[src/rtl/seg_display_scan.sv]
// Six-digit multiplexed 7-segment scanner with frame latching, inter-slot blanking and edit-field blink.
// Latency: an/seg/dp are registered and reflect the previous cycle's scan state; free-running, no backpressure.
module seg_display_scan #(
    parameter int REFRESH_DIV = 100000,
    parameter int BLANK_CYC   = 1000,
    parameter int BLINK_DIV   = 25000000
) (
    input  logic       clk,
    input  logic       rst_n,
    input  logic [1:0] mode,
    input  logic       switch,
    input  logic [3:0] hrstens,
    input  logic [3:0] hrsones,
    input  logic [3:0] mintens,
    input  logic [3:0] minones,
    input  logic [3:0] sectens,
    input  logic [3:0] secones,
    output logic [7:0] an,
    output logic [6:0] seg,
    output logic       dp
);
    localparam int RW = (REFRESH_DIV > 1) ? $clog2(REFRESH_DIV) : 1;
    localparam int BW = (BLINK_DIV > 1) ? $clog2(BLINK_DIV) : 1;

    logic [RW-1:0]     ref_cnt_q, ref_cnt_d;
    logic [2:0]        slot_q, slot_d;
    logic [5:0][3:0]   frame_q, frame_d;
    logic [BW-1:0]     blink_cnt_q, blink_cnt_d;
    logic              blink_vis_q, blink_vis_d;
    logic [2:0]        sm_prev_q;
    logic [7:0]        an_d;
    logic [6:0]        seg_d;
    logic              dp_d;

    logic              ref_tc, in_blank, edit_hit, edit_blank;
    logic [2:0]        sm_now;
    logic [3:0]        digit;
    logic [6:0]        dec;

    always_comb begin
        ref_tc    = (ref_cnt_q == RW'(REFRESH_DIV - 1));
        ref_cnt_d = ref_tc ? '0 : ref_cnt_q + RW'(1);
        slot_d    = slot_q;
        if (ref_tc) begin
            slot_d = (slot_q == 3'd5) ? 3'd0 : slot_q + 3'd1;
        end
        // Whole frame is captured at once on the 5->0 wrap so a scan never mixes two time values.
        frame_d = frame_q;
        if (ref_tc && slot_q == 3'd5) begin
            frame_d = {hrstens, hrsones, mintens, minones, sectens, secones};
        end

        sm_now      = {switch, mode};
        blink_cnt_d = blink_cnt_q + BW'(1);
        blink_vis_d = blink_vis_q;
        if (sm_now != sm_prev_q) begin
            blink_cnt_d = '0;
            blink_vis_d = 1'b1;
        end else if (blink_cnt_q == BW'(BLINK_DIV - 1)) begin
            blink_cnt_d = '0;
            blink_vis_d = ~blink_vis_q;
        end
    end

    always_comb begin
        case (slot_q)
            3'd0:    digit = frame_q[0];
            3'd1:    digit = frame_q[1];
            3'd2:    digit = frame_q[2];
            3'd3:    digit = frame_q[3];
            3'd4:    digit = frame_q[4];
            3'd5:    digit = frame_q[5];
            default: digit = 4'd0;
        endcase
        case (digit)
            4'd0:    dec = 7'h40;
            4'd1:    dec = 7'h79;
            4'd2:    dec = 7'h24;
            4'd3:    dec = 7'h30;
            4'd4:    dec = 7'h19;
            4'd5:    dec = 7'h12;
            4'd6:    dec = 7'h02;
            4'd7:    dec = 7'h78;
            4'd8:    dec = 7'h00;
            4'd9:    dec = 7'h10;
            default: dec = 7'h3F;
        endcase

        // Edited pair index is mode-1: mode 1 -> slots 0/1, 2 -> 2/3, 3 -> 4/5.
        edit_hit   = (mode != 2'd0) && (slot_q[2:1] == (mode - 2'd1));
        edit_blank = !switch && edit_hit && !blink_vis_q;
        in_blank   = (ref_cnt_q < RW'(BLANK_CYC));

        an_d  = in_blank ? 8'hFF : ~(8'd1 << slot_q);
        seg_d = (in_blank || edit_blank) ? 7'h7F : dec;
        dp_d  = in_blank ? 1'b1 : !(slot_q == 3'd2 || slot_q == 3'd4);
    end

    always_ff @(posedge clk or negedge rst_n) begin
        if (!rst_n) begin
            ref_cnt_q   <= '0;
            slot_q      <= 3'd0;
            frame_q     <= '0;
            blink_cnt_q <= '0;
            blink_vis_q <= 1'b1;
            sm_prev_q   <= 3'b100;
            an          <= 8'hFF;
            seg         <= 7'h7F;
            dp          <= 1'b1;
        end else begin
            ref_cnt_q   <= ref_cnt_d;
            slot_q      <= slot_d;
            frame_q     <= frame_d;
            blink_cnt_q <= blink_cnt_d;
            blink_vis_q <= blink_vis_d;
            sm_prev_q   <= sm_now;
            an          <= an_d;
            seg         <= seg_d;
            dp          <= dp_d;
        end
    end
endmodule

[config.mk]
export PLATFORM = sky130hd
export DESIGN_NAME = seg_display_scan
export DESIGN_NICKNAME = d
export VERILOG_FILES = /design/src/rtl/seg_display_scan.sv
export SDC_FILE = /design/constraint.sdc
export NUM_CORES = 1
export LEC_CHECK = 0
export CAP_MARGIN = 20
export CORE_AREA = 2 2 95 97
export DETAILED_ROUTE_END_ITERATION = 8
export DIE_AREA = 0 0 97 99
export GPL_ROUTABILITY_DRIVEN = 0
export GPL_TIMING_DRIVEN = 0
export MAX_ROUTING_LAYER = met4
export PLACE_DENSITY = 0.73
export SLEW_MARGIN = 25
export SYNTH_ARGS = -nofsm -noshare
export SYNTH_HDL_FRONTEND = slang
export SYNTH_SLANG_ARGS = --single-unit
[constraint.sdc]
create_clock -name clk -period 2.9 [get_ports clk]
set_input_delay 0.29 -clock clk [delete_from_list [all_inputs] [get_ports clk]]
set_output_delay 0.29 -clock clk [all_outputs]
set_load 0.02 [all_outputs]
==> results.md <==
- Clock power share: 38.3%
- Die Span Y: 99 um
- Net count after synthesis: 408
- All-Layer GR Usage: 18.0%
- Post-cts sizing count: 0
- Largest net degree at the start of global routing: 60
- Combinational share of power: 4.1%
- Switching share of power: 21.1%
- Sequential fraction of the synthesis area: 53.6%
- Maximum vdd ir drop: about 210 uV
- Antenna cell count: 0
- Yosys Warn Count: 0
- RSZ-0062 raised after global routing: false
- Initial Util: 49.0%
- PwrDens: 433 mW/mm2
- Number of DRC markers in iteration 0: 115
- Final WL: 7930 um
- CP Max Fanout: 10
- Count of input and output buffers: 44
- HPWL after DPL: slightly below 6000 um
- Clock Path Buffers: 2
- Synthesized instance count: 369
- M1 GR Usage: 23.2%
- CP required: 3.17 ns
- Clk_lat worst skew: 0.36 ns
- Main area contributors after synthesis: dfrtp_1 (42%), dfstp_2 (11%), mux2_2 (6.4%), xor2_1 (6.3%), nor2_1 (3.6%)
- Fmax: about 0.38 GHz
- Worst slew pin tran: 0.637 ns
- HP Class: in -> async
- Die span in x: 97 um
- Global route hottest layer: met2
- Met3 usage: 2.62%
- Fin Hold WS: ~0.38 ns
- Final Cycle Share: ~91%
- Int Power: 1710 uW
- CTS tree: yes
- Slew Viols, Final: 0
- Drt pass-1 iters: 4
- Reg2reg setup slack: 0.27 ns
- Leakage: 0.00223 uW
- Drt wl/cell: between 10 and 15 um
- Yosys top cell area share: 42.4%
- Postcts setup bufs: 0
- Initial antenna violation count: 0
- Post-layout min period: 2.63 ns
- Clock skew: ~0.010 ns
- Post-route ant nets: 0
- Routed vias: 2,864
- CTS buffer count: 9
- Seq pwr share: 57.6%
- Hold_buf cts: 1
- Fin Setup TNS: 0 ns
- GRT overflow: 0
- H-tree levels: 3
- Endpoints failing setup: 0
- P&R area growth vs syn: 19.3%
- Share of layout cells above drive strength 1: 16.9%
- Mean Syn Cell Area: 11.4 um2
- Final hold vios: 0
- Number of global-route vias before repair: 2,905
- DRC: 0
- Clock root buffer: clkbuf_8
- First-pass GRT wire length: 13,500 um
- Rows: 34
- Synth Register Bits: 89
- Fillers: 721
- Post-synth cell types: 43
- Sw Pwr: 457 uW
- CP arrival: 2.90 ns
- Status: finished clean
- # clock sinks: 89
- WS Path Type: reg -> reg
- Rel. slew slack: around 57%
- Die ar.: 0.00960 mm2
- Top-Level Pins: 45
- Fin nets: 465
- Max cap viols: 0
- Vias/cell: 5.31
- Synth Cell Area: between 0.004 and 0.005 mm2
- Core area: 0.00855 mm2
- Leading area contributor after synthesis: dfrtp_1
- Clk slew on worst S/H paths: 0.08 ns
- Critical Path Source Type: flip-flop
- M2 GR Usage: 28.7%
- CP Capture Type: flip-flop
-- registers in the layout, indices dropped and copies added (netlist names) --
signal,cells
sm_prev_q,3
blink_cnt_q,25
dp,1
seg,7
an,8
slot_q,3
blink_vis_q,1
ref_cnt_q,17
frame_q,24
-- worst max-delay path: stages, from the launching register on --
cell and delay, ns:
dfrtp_1 0.36, buf_4 0.15, buf_2 0.21, and2_1 0.18, ha_1 0.25, a22o_1 0.22, or3_1 0.47, ha_1 0.35
o21a_1 0.18, o21ai_0 0.17
-- final timing paths --
kind	cells after the start	endpoint	start
min in group clk	1	sm_prev_q[2]$_DFF_PN1_	switch
max in group asynchronous	3	an[5]$_DFF_PN1_	rst_n
hold reg to reg	1	ref_cnt_q[0]$_DFF_PN0_	ref_cnt_q[0]$_DFF_PN0_
setup reg to reg	9	seg[1]$_DFF_PN1_	slot_q[1]$_DFFE_PN0N_
setup / recovery	9	seg[1]$_DFF_PN1_	slot_q[1]$_DFFE_PN0N_
hold / removal	2	blink_cnt_q[14]$_DFF_PN0_	rst_n
-- stage by stage --
step,instances,cell area (um2),total power [uW],util (%),setup WS (ns)
final,539,5000,2170,58.5,0.267
after global routing,539,5000,2260,58.5,0.0683
after CTS,539,5000,2190,58.5,0.247
after detailed placement,522,4800,1360,56.1,0.274
after global placement,521,4770,1360,55.8,-1.61
after floorplan,369,4190,1290,-,0.534
-- routing by layer --
metal  up-vias  share of wire, %
li1       1395                 -
met1      1423                47
met2        33                49
met3        13               2.2
met4         0               1.8
met5         -                 0
-- cell type report --
type	count	area, um2	area share, %
flip-flops and latches	89	2250	45.0
plain buffers	14	86.3	1.73
clock buffers	12	145	2.90
well taps	108	135	2.70
inverters	8	30.0	0.600
clock inverters	4	45.0	0.900
multi-input cells	258	1830	36.7
repair buffers	46	479	9.58
-- power groups by stage --
stage                     Combinational, uW  Sequential [uW]  Clock (uW)
after global placement                 84.4             1270           0
after detailed placement               90.4             1270           0
after global routing                   99.8             1250         907
final                                  88.7             1250         830
after CTS                              91.9             1250         853
after floorplan                        16.9             1270           0
-- logic make-up (layout without fill, tap and decap cells) --
logic type | after synthesis | count (layout) | synth area share [%]
AO/OA/AOI/OAI | 23 | 23 | 4.27
flip-flops | 89 | 89 | 53.6
buffers and inverters | 22 | 84 | 2.77
AND/OR/NAND/NOR | 146 | 146 | 18.0
adder cells (fa/ha/maj) | 10 | 10 | 2.98
XOR/XNOR | 44 | 44 | 9.19
multiplexers | 35 | 35 | 9.19
-- cells in the final DEF (no fill, tap or decap), types with 3 or more instances in the layout --
cell type and n:
a21oi_1 3, and3_1 10, and4_1 5, buf_2 6
buf_6 4, clkbuf_1 6, clkbuf_8 10, clkdlybuf4s50_1 43
clkinv_2 3, dfrtp_1 71, dfstp_2 18, ha_1 10
inv_1 8, mux2_2 24, mux2i_1 10, nand2_1 25
nand2b_1 3, nand3_1 22, nand3b_1 5, nand4_1 9
nor2_1 40, nor3_1 11, nor4_1 3, o21ai_0 3
o22a_1 4, xnor2_1 14, xor2_1 30
-- cell usage after synthesis (all sizes together) --
cell    instances
xor2           30
buf            10
and3           10
nor4            5
and4            5
a31oi           2
nand2          25
o21a            1
dfstp          18
o21ai           3
or3             2
a21oi           3
and4b           2
nand3          22
nor3           12
or4             1
nand2b          3
ha             10
a21boi          1
o22a            4
xnor2          14
a22o            2
nor2           40
and2            1
a21o            2
nor2b           2
clkbuf          4
inv             8
dfrtp          71
nand3b          5
a32o            2
and3b           1
nor4bb          1
o311ai          1
o32ai           2
mux2           25
nand4           9
mux2i          10
Power figures use the tool's default switching activity.
